===== config.mk =====
export PLATFORM = sky130hd
export DESIGN_NAME = register_bank_swap_flat
export DESIGN_NICKNAME = d
export VERILOG_FILES = /design/src/rtl/register_bank_swap_if.sv /design/src/rtl/register_bank_swap.sv /design/src/flat_wrapper.sv
export SDC_FILE = /design/constraint.sdc
export NUM_CORES = 1
export LEC_CHECK = 0
export ABC_AREA = 0
export ABC_CLOCK_PERIOD_IN_PS = 2300
export CORE_MARGIN = 1
export CORE_UTILIZATION = 31
export DETAILED_ROUTE_END_ITERATION = 8
export SLEW_MARGIN = 40
export SYNTH_ARGS = -nofsm -noshare
export SYNTH_HDL_FRONTEND = slang
export SYNTH_SLANG_ARGS = --single-unit

===== constraint.sdc =====
create_clock -name clk -period 2.3 [get_ports clk]
set_input_delay 0.345 -clock clk [delete_from_list [all_inputs] [get_ports clk]]
set_output_delay 0.345 -clock clk [all_outputs]
set_load 0.05 [all_outputs]

===== src/rtl/register_bank_swap_if.sv =====
// Command/bank interface for register_bank_swap: sequencer drives master, bank block is slave.
interface register_bank_swap_if #(
  parameter int unsigned WIDTH    = 8,
  parameter int unsigned NUM_REGS = 4
);
  localparam int unsigned IDX_W = $clog2(NUM_REGS);

  logic                      cmd_valid;
  logic                      cmd_ready;
  logic [1:0]                cmd_op;
  logic [IDX_W-1:0]          cmd_a;
  logic [IDX_W-1:0]          cmd_b;
  logic [WIDTH-1:0]          cmd_data;
  logic [NUM_REGS*WIDTH-1:0] reg_out;
  logic                      busy;
  logic                      done;
  logic                      err;

  modport master (
    output cmd_valid, cmd_op, cmd_a, cmd_b, cmd_data,
    input  cmd_ready, reg_out, busy, done, err
  );

  modport slave (
    input  cmd_valid, cmd_op, cmd_a, cmd_b, cmd_data,
    output cmd_ready, reg_out, busy, done, err
  );
endinterface


===== src/rtl/register_bank_swap.sv =====
// Register bank with indexed load, three-step XOR pair swap and whole-bank rotate.
// Optional saturating swap counter enabled by REGISTER_BANK_SWAP_COUNT_EN.
module register_bank_swap #(
  parameter int unsigned WIDTH    = 8,
  parameter int unsigned NUM_REGS = 4
) (
  input  logic clk,
  input  logic rst_n,
`ifdef REGISTER_BANK_SWAP_COUNT_EN
  output logic [15:0] swap_count,
`endif
  register_bank_swap_if.slave bus
);

  localparam int unsigned IDX_W = $clog2(NUM_REGS);
  localparam logic [IDX_W:0] REGS_LIM = (IDX_W+1)'(NUM_REGS);

  typedef enum logic [1:0] {OP_LOAD, OP_SWAP, OP_ROTL, OP_ROTR} op_e;
  typedef enum logic [1:0] {S_IDLE, S_SW2, S_SW3} state_e;

  state_e                              state_q, state_d;
  logic [NUM_REGS-1:0][WIDTH-1:0]      bank_q, bank_d;
  logic [IDX_W-1:0]                    sa_q, sa_d, sb_q, sb_d;
  logic                                ready_q, busy_q;
  logic                                done_q, done_d, err_q, err_d;
  logic                                a_bad_c, b_bad_c;

  assign a_bad_c = ({1'b0, bus.cmd_a} >= REGS_LIM);
  assign b_bad_c = ({1'b0, bus.cmd_b} >= REGS_LIM);

  // Next-state, bank update and completion flags
  always_comb begin
    state_d = state_q;
    bank_d  = bank_q;
    sa_d    = sa_q;
    sb_d    = sb_q;
    done_d  = 1'b0;
    err_d   = 1'b0;
    unique case (state_q)
      S_IDLE: begin
        if (bus.cmd_valid) begin
          done_d = 1'b1;
          unique case (op_e'(bus.cmd_op))
            OP_LOAD: begin
              if (a_bad_c) err_d = 1'b1;
              else         bank_d[bus.cmd_a] = bus.cmd_data;
            end
            OP_SWAP: begin
              if (a_bad_c || b_bad_c) begin
                err_d = 1'b1;
              end else if (bus.cmd_a != bus.cmd_b) begin
                bank_d[bus.cmd_a] = bank_q[bus.cmd_a] ^ bank_q[bus.cmd_b];
                sa_d    = bus.cmd_a;
                sb_d    = bus.cmd_b;
                state_d = S_SW2;
                done_d  = 1'b0;
              end
            end
            OP_ROTL: bank_d = {bank_q[NUM_REGS-2:0], bank_q[NUM_REGS-1]};
            OP_ROTR: bank_d = {bank_q[0], bank_q[NUM_REGS-1:1]};
            default: ;
          endcase
        end
      end
      S_SW2: begin
        bank_d[sb_q] = bank_q[sb_q] ^ bank_q[sa_q];
        state_d      = S_SW3;
      end
      S_SW3: begin
        bank_d[sa_q] = bank_q[sa_q] ^ bank_q[sb_q];
        state_d      = S_IDLE;
        done_d       = 1'b1;
      end
      default: state_d = S_IDLE;
    endcase
  end

  // ready/busy are registered copies of the upcoming state decode
  always_ff @(posedge clk or negedge rst_n) begin
    if (!rst_n) begin
      state_q <= S_IDLE;
      bank_q  <= '0;
      sa_q    <= '0;
      sb_q    <= '0;
      ready_q <= 1'b1;
      busy_q  <= 1'b0;
      done_q  <= 1'b0;
      err_q   <= 1'b0;
    end else begin
      state_q <= state_d;
      bank_q  <= bank_d;
      sa_q    <= sa_d;
      sb_q    <= sb_d;
      ready_q <= (state_d == S_IDLE);
      busy_q  <= (state_d != S_IDLE);
      done_q  <= done_d;
      err_q   <= err_d;
    end
  end

  assign bus.cmd_ready = ready_q;
  assign bus.busy      = busy_q;
  assign bus.done      = done_q;
  assign bus.err       = err_q;
  assign bus.reg_out   = bank_q;

`ifdef REGISTER_BANK_SWAP_COUNT_EN
  logic [15:0] cnt_q, cnt_d;

  // Counts only genuine swaps, i.e. the final step of the XOR sequence
  always_comb begin
    cnt_d = cnt_q;
    if (state_q == S_SW3 && cnt_q != 16'hFFFF) cnt_d = cnt_q + 16'd1;
  end

  always_ff @(posedge clk or negedge rst_n) begin
    if (!rst_n) cnt_q <= '0;
    else        cnt_q <= cnt_d;
  end

  assign swap_count = cnt_q;
`endif

endmodule


===== src/flat_wrapper.sv =====
// flat-port wrapper written by rule: the top's interface ports become plain ports
module register_bank_swap_flat 
#(
  parameter int unsigned WIDTH    = 8,
  parameter int unsigned NUM_REGS = 4
)
  (clk, rst_n, bus_cmd_valid, bus_cmd_op, bus_cmd_a, bus_cmd_b, bus_cmd_data, bus_cmd_ready, bus_reg_out, bus_busy, bus_done, bus_err);
  register_bank_swap_if #(.WIDTH(WIDTH), .NUM_REGS(NUM_REGS)) bus_i ();
  input  logic clk;
  input  logic rst_n;
  input wire logic [$bits(bus_i.cmd_valid)-1:0] bus_cmd_valid;
  input wire logic [$bits(bus_i.cmd_op)-1:0] bus_cmd_op;
  input wire logic [$bits(bus_i.cmd_a)-1:0] bus_cmd_a;
  input wire logic [$bits(bus_i.cmd_b)-1:0] bus_cmd_b;
  input wire logic [$bits(bus_i.cmd_data)-1:0] bus_cmd_data;
  output wire logic [$bits(bus_i.cmd_ready)-1:0] bus_cmd_ready;
  output wire logic [$bits(bus_i.reg_out)-1:0] bus_reg_out;
  output wire logic [$bits(bus_i.busy)-1:0] bus_busy;
  output wire logic [$bits(bus_i.done)-1:0] bus_done;
  output wire logic [$bits(bus_i.err)-1:0] bus_err;
  assign bus_i.cmd_valid = bus_cmd_valid;
  assign bus_i.cmd_op = bus_cmd_op;
  assign bus_i.cmd_a = bus_cmd_a;
  assign bus_i.cmd_b = bus_cmd_b;
  assign bus_i.cmd_data = bus_cmd_data;
  assign bus_cmd_ready = bus_i.cmd_ready;
  assign bus_reg_out = bus_i.reg_out;
  assign bus_busy = bus_i.busy;
  assign bus_done = bus_i.done;
  assign bus_err = bus_i.err;
  register_bank_swap #(.WIDTH(WIDTH), .NUM_REGS(NUM_REGS)) u_core (.clk(clk), .rst_n(rst_n), .bus(bus_i));
endmodule

; Yosys cells after proc, flatten, opt, wreduce, memory -nomap -nowiden
; Index checks and enable logic that the tools add are counted.
[totals]
ff_bits = 41
in_bits = 17
output_inout_bits = 36
word_cells = 67
[classes]
order_cmp = 7
eq_ne = 8
muxes = 30
bitwise_logic = 2
n_reduce_logical = 10
[ops]
columns = cell, n
row1 = bitwise mux 32 bit, 4
row2 = case mux 32 bit (4 select lines), 1
row3 = case mux 32 bit (3 select lines), 1
row4 = binary-select mux 8 bit (select 2 bit), 4
row5 = 2-to-1 mux 32 bit, 2
row6 = 2-to-1 mux 8 bit, 7
row7 = demux 8 bit (select 2 bit), 3
row8 = XOR 8 bit, 2
row9 = "< comparator 2 x 3 -> 1 bit, second input constant", 4
row10 = "equality test 2 bit, second input constant", 3
row11 = ">= comparator 2 x 1 -> 1 bit, second input constant", 3
row12 = zero test 2 bit, 3
row13 = 2-to-1 mux 2 bit, 3
row14 = "equality test 2 x 1 -> 1 bit, second input constant", 2
row15 = case mux 2 bit (2 select lines), 1
row16 = AND reduction 4 bit, 1
row17 = logical AND 1 bit, 3
row18 = 2-to-1 mux 1 bit, 3
row19 = "inequality test 3 x 2 -> 1 bit, second input constant", 1
row20 = AND reduction 3 bit, 1
row21 = nonzero test 3 bit, 1
row22 = inequality test 2 bit, 1
row23 = "inequality test 2 bit, second input constant", 1
row24 = case mux 1 bit (2 select lines), 1
row25 = nonzero test 2 bit, 1

; Logic depth before layout (Yosys ltp)
[depth]
depth_word = 9
ltp_mapped = 9
depth_no_buf = 7

; Worst setup path before layout
; No wires, ideal clock.
[synth_path]
path_kind = register -> register
from = register (tool-made name)
to = register (tool-made name)
setup_time_ns = 0.122
arrival_ns = 2.083
required_time_ns = 2.178
slack_ns = 0.095
path_stages_with_launch = 7
synth_period_minus_slack_ns = 2.205
cell_sequence = dfrtp_1 -> clkbuf_1 -> mux4_1 -> xnor2_4 -> o221a_2 -> o21ai_0 -> a32o_1

==> out/qor.yml <==
sta:
  rsz0062_at_grt: "no"
  setup_viol: 0
  tightest_slew_ns: 0.6064
  finalCritPeriodShare: 0.9703
  hold_viol_final: 0
  max_freq_ghz: 0.4481
  relSlewSlack: 0.5949
  whs_ns: 0.4769
  slew_viol_final: 0
  fin_skew_ns: 0.008857
  fin_crit_ns: 2.232
clock_network:
  clk_path_buf_depth: 2
  cts_sinks: 41
  clk_latency_ns: 0.30
  cts_root_buf: "clkbuf_16"
  path_clk_slew_ns: 0.07
  numCtsBuffers: 5
  cts_tree: "yes"
  htree_levels: 2
die:
  initial_utilization: 0.3199
  row_count: 47
  die_y_um: 133.5
  pin_count: 53
  die_w_um: 133.5
  core_area_sq_um: 16760
  dieArea_sq_um: 17820
setup_path:
  path_class: "in -> reg"
  max_stage_delay_ns: 0.59
  critPathMaxFanout: 8
  cp-end-kind: "flip-flop"
  cp_slowest_cell: "mux4_2"
  cp-start-kind: "primary input"
  required_ns: 2.48
  crit_chain: "clkdlybuf4s50_1 > buf_6 > mux4_2 > xnor2_4 > o221a_2 > o21ai_0 > a32o_1"
  arrival_ns: 2.42
layout:
  final_nets: 660
  syn_to_final_growth_pct: 28.00
  layout_common_cells: "86 x buf_4, 47 x clkdlybuf4s50_1, 41 x nand2_1, 38 x dfrtp_1"
  drive_above_1_share: 0.3500
  diodes: 0
  layout_commonest_cell: "buf_4"
  instances_no_fill: 860
  fill_cells: 1636
global_route:
  antenna_found_initial: 0
  first_global_vias: 5497
  overflow: 0
  grt_pass1_wl_um: 32060
  track_usage: 0.2348
  grt_max_degree: 82
yosys:
  synth_flop_cell: "dfrtp_1"
  synth_cell_types: 54
  yosysSeqAreaShare: 0.1916
  synth-seq-cells: 41
  syn_area_sq_um: 5361
  async_flop_share: 1.000
  syn-num-nets: 576
  synthCells: 555
  synth_warnings: 0
  syn_avg_cell_area_sq_um: 9.660
  synth_edf_count: 0
drt:
  wl_per_cell_um: 24.48
  drtIter0Drc: 610
  drcViolationCount: 0
  vias: 5735
  first_pass_iters: 7
  antenna_left: 0
  wl_um: 21060
  viasPerCell: 6.669
pwr:
  p_leak_uw: 0.002462
  power_density_nw_per_um2: 1719
  vdd_drop_max_mv: 0.6279
min_path:
  min_path_type: "in -> async"
placed_design:
  dp.cells: 851
  dp_hpwl_um: 14950
  routabilityCongestion: 0.9666
  port_buffers: 51
run_status:
  outcome: "finished, final reports clean"
flow_run:
  drv_cap: 0
-- stage by stage --
step           utilization  setup TNS [ns]  worst slack, ns  power, uW  area, sq um
3_3_place_gp        0.3929          -6.174          -0.2518      10250         6585
5_1_grt             0.4095               0         0.002016      12380         6863
4_1_cts             0.4052               0         0.003117      11430         6792
6_report            0.4095               0          0.06821      11790         6863
3_5_place_dp        0.3931          -7.303          -0.3038      10460         6589
2_1_floorplan            -               0          0.09550       7349         5361
-- Yosys cell counts (17+ instances only) --
cell      count  area (sq um)
o211ai_1     28         210.2
dfrtp_1      40          1001
mux2_2       34         382.9
a21oi_1      34         170.2
o221ai_1     19         166.4
mux4_2       26         585.6
clkbuf_1     37         138.9
o21ai_0      31         155.2
a31oi_1      32         200.2
nand2_1      41         153.9
o221a_2      29         326.6
a32o_1       17         170.2
nand3_1      20         100.1
-- critical path: cells and delay by family --
kind / cells / cell delay [ns]
compound gates: 3 / 0.53
mux: 1 / 0.59
xor+xnor: 1 / 0.29
buf+inv: 2 / 0.66
-- cell families (layout without fill, tap and decap cells) --
| family | count (synthesis) | in the layout | share of synthesized area |
|---|---|---|---|
| compound gates | 236 | 236 | 0.3445 |
| simple gates | 114 | 114 | 0.1298 |
| mux | 66 | 66 | 0.2100 |
| flops | 41 | 41 | 0.1916 |
| xor+xnor | 18 | 18 | 0.04411 |
| buf+inv | 75 | 160 | 0.07001 |
| fa+ha+maj | 4 | 4 | 0.009335 |
| other cells | 1 | 1 | 0.0006994 |
-- metal layers --
layer	up-vias	track usage	share of wire
met5	-	0	0
met3	78	0.04528	0.096
met2	362	0.3657	0.45
met4	0	0.1231	0.048
li1	2464	-	-
met1	2831	0.3077	0.40
-- report_power, final --
group	total (uW)	switching [uW]	internal, uW
logic	8960	4810	4150
clock network	889	345	544
registers	1950	874	1070
-- cell type report --
class / instances / area, sq um / share of cell area
Multi-Input combinational cell: 439 / 4046 / 0.5896
Timing Repair Buffer: 146 / 1313 / 0.1912
Sequential cell: 41 / 1030 / 0.1500
Tap cell: 220 / 275.3 / 0.04011
Clock buffer: 6 / 138.9 / 0.02024
Clock inverter: 2 / 37.54 / 0.005469
Inverter: 6 / 22.52 / 0.003282
-- final timing paths --
path,to,slack (ns),start,cells past startpoint
max,flip-flop,0.07,bus_cmd_b[1],7
min,asynchronous set/reset pin,0.48,rst_n,2
max reg2reg,flip-flop,0.11,u_core.sb_q[1]$_DFFE_PN0P_,6
min reg2reg,u_core.state_q[1]$_DFF_PN0_,0.59,u_core.state_q[1]$_DFF_PN0_,1
max in group asynchronous,u_core.bus.cmd_ready$_DFF_PN1_,1.15,rst_n,3
min in group clk,u_core.state_q[1]$_DFF_PN0_,0.59,u_core.state_q[1]$_DFF_PN0_,1
-- repair_timing --
| item | CTS | global route |
|---|---|---|
| hold buffers | 1 | 0 |
| pin swaps | 0 | 1 |
| setup buffers | 0 | 0 |
| hold endpoints to repair | 10 | 0 |
| gates resized for setup | 3 | 11 |
| setup endpoints to repair | 6 | 21 |
Note: power is estimated with default switching activity, not from simulation.
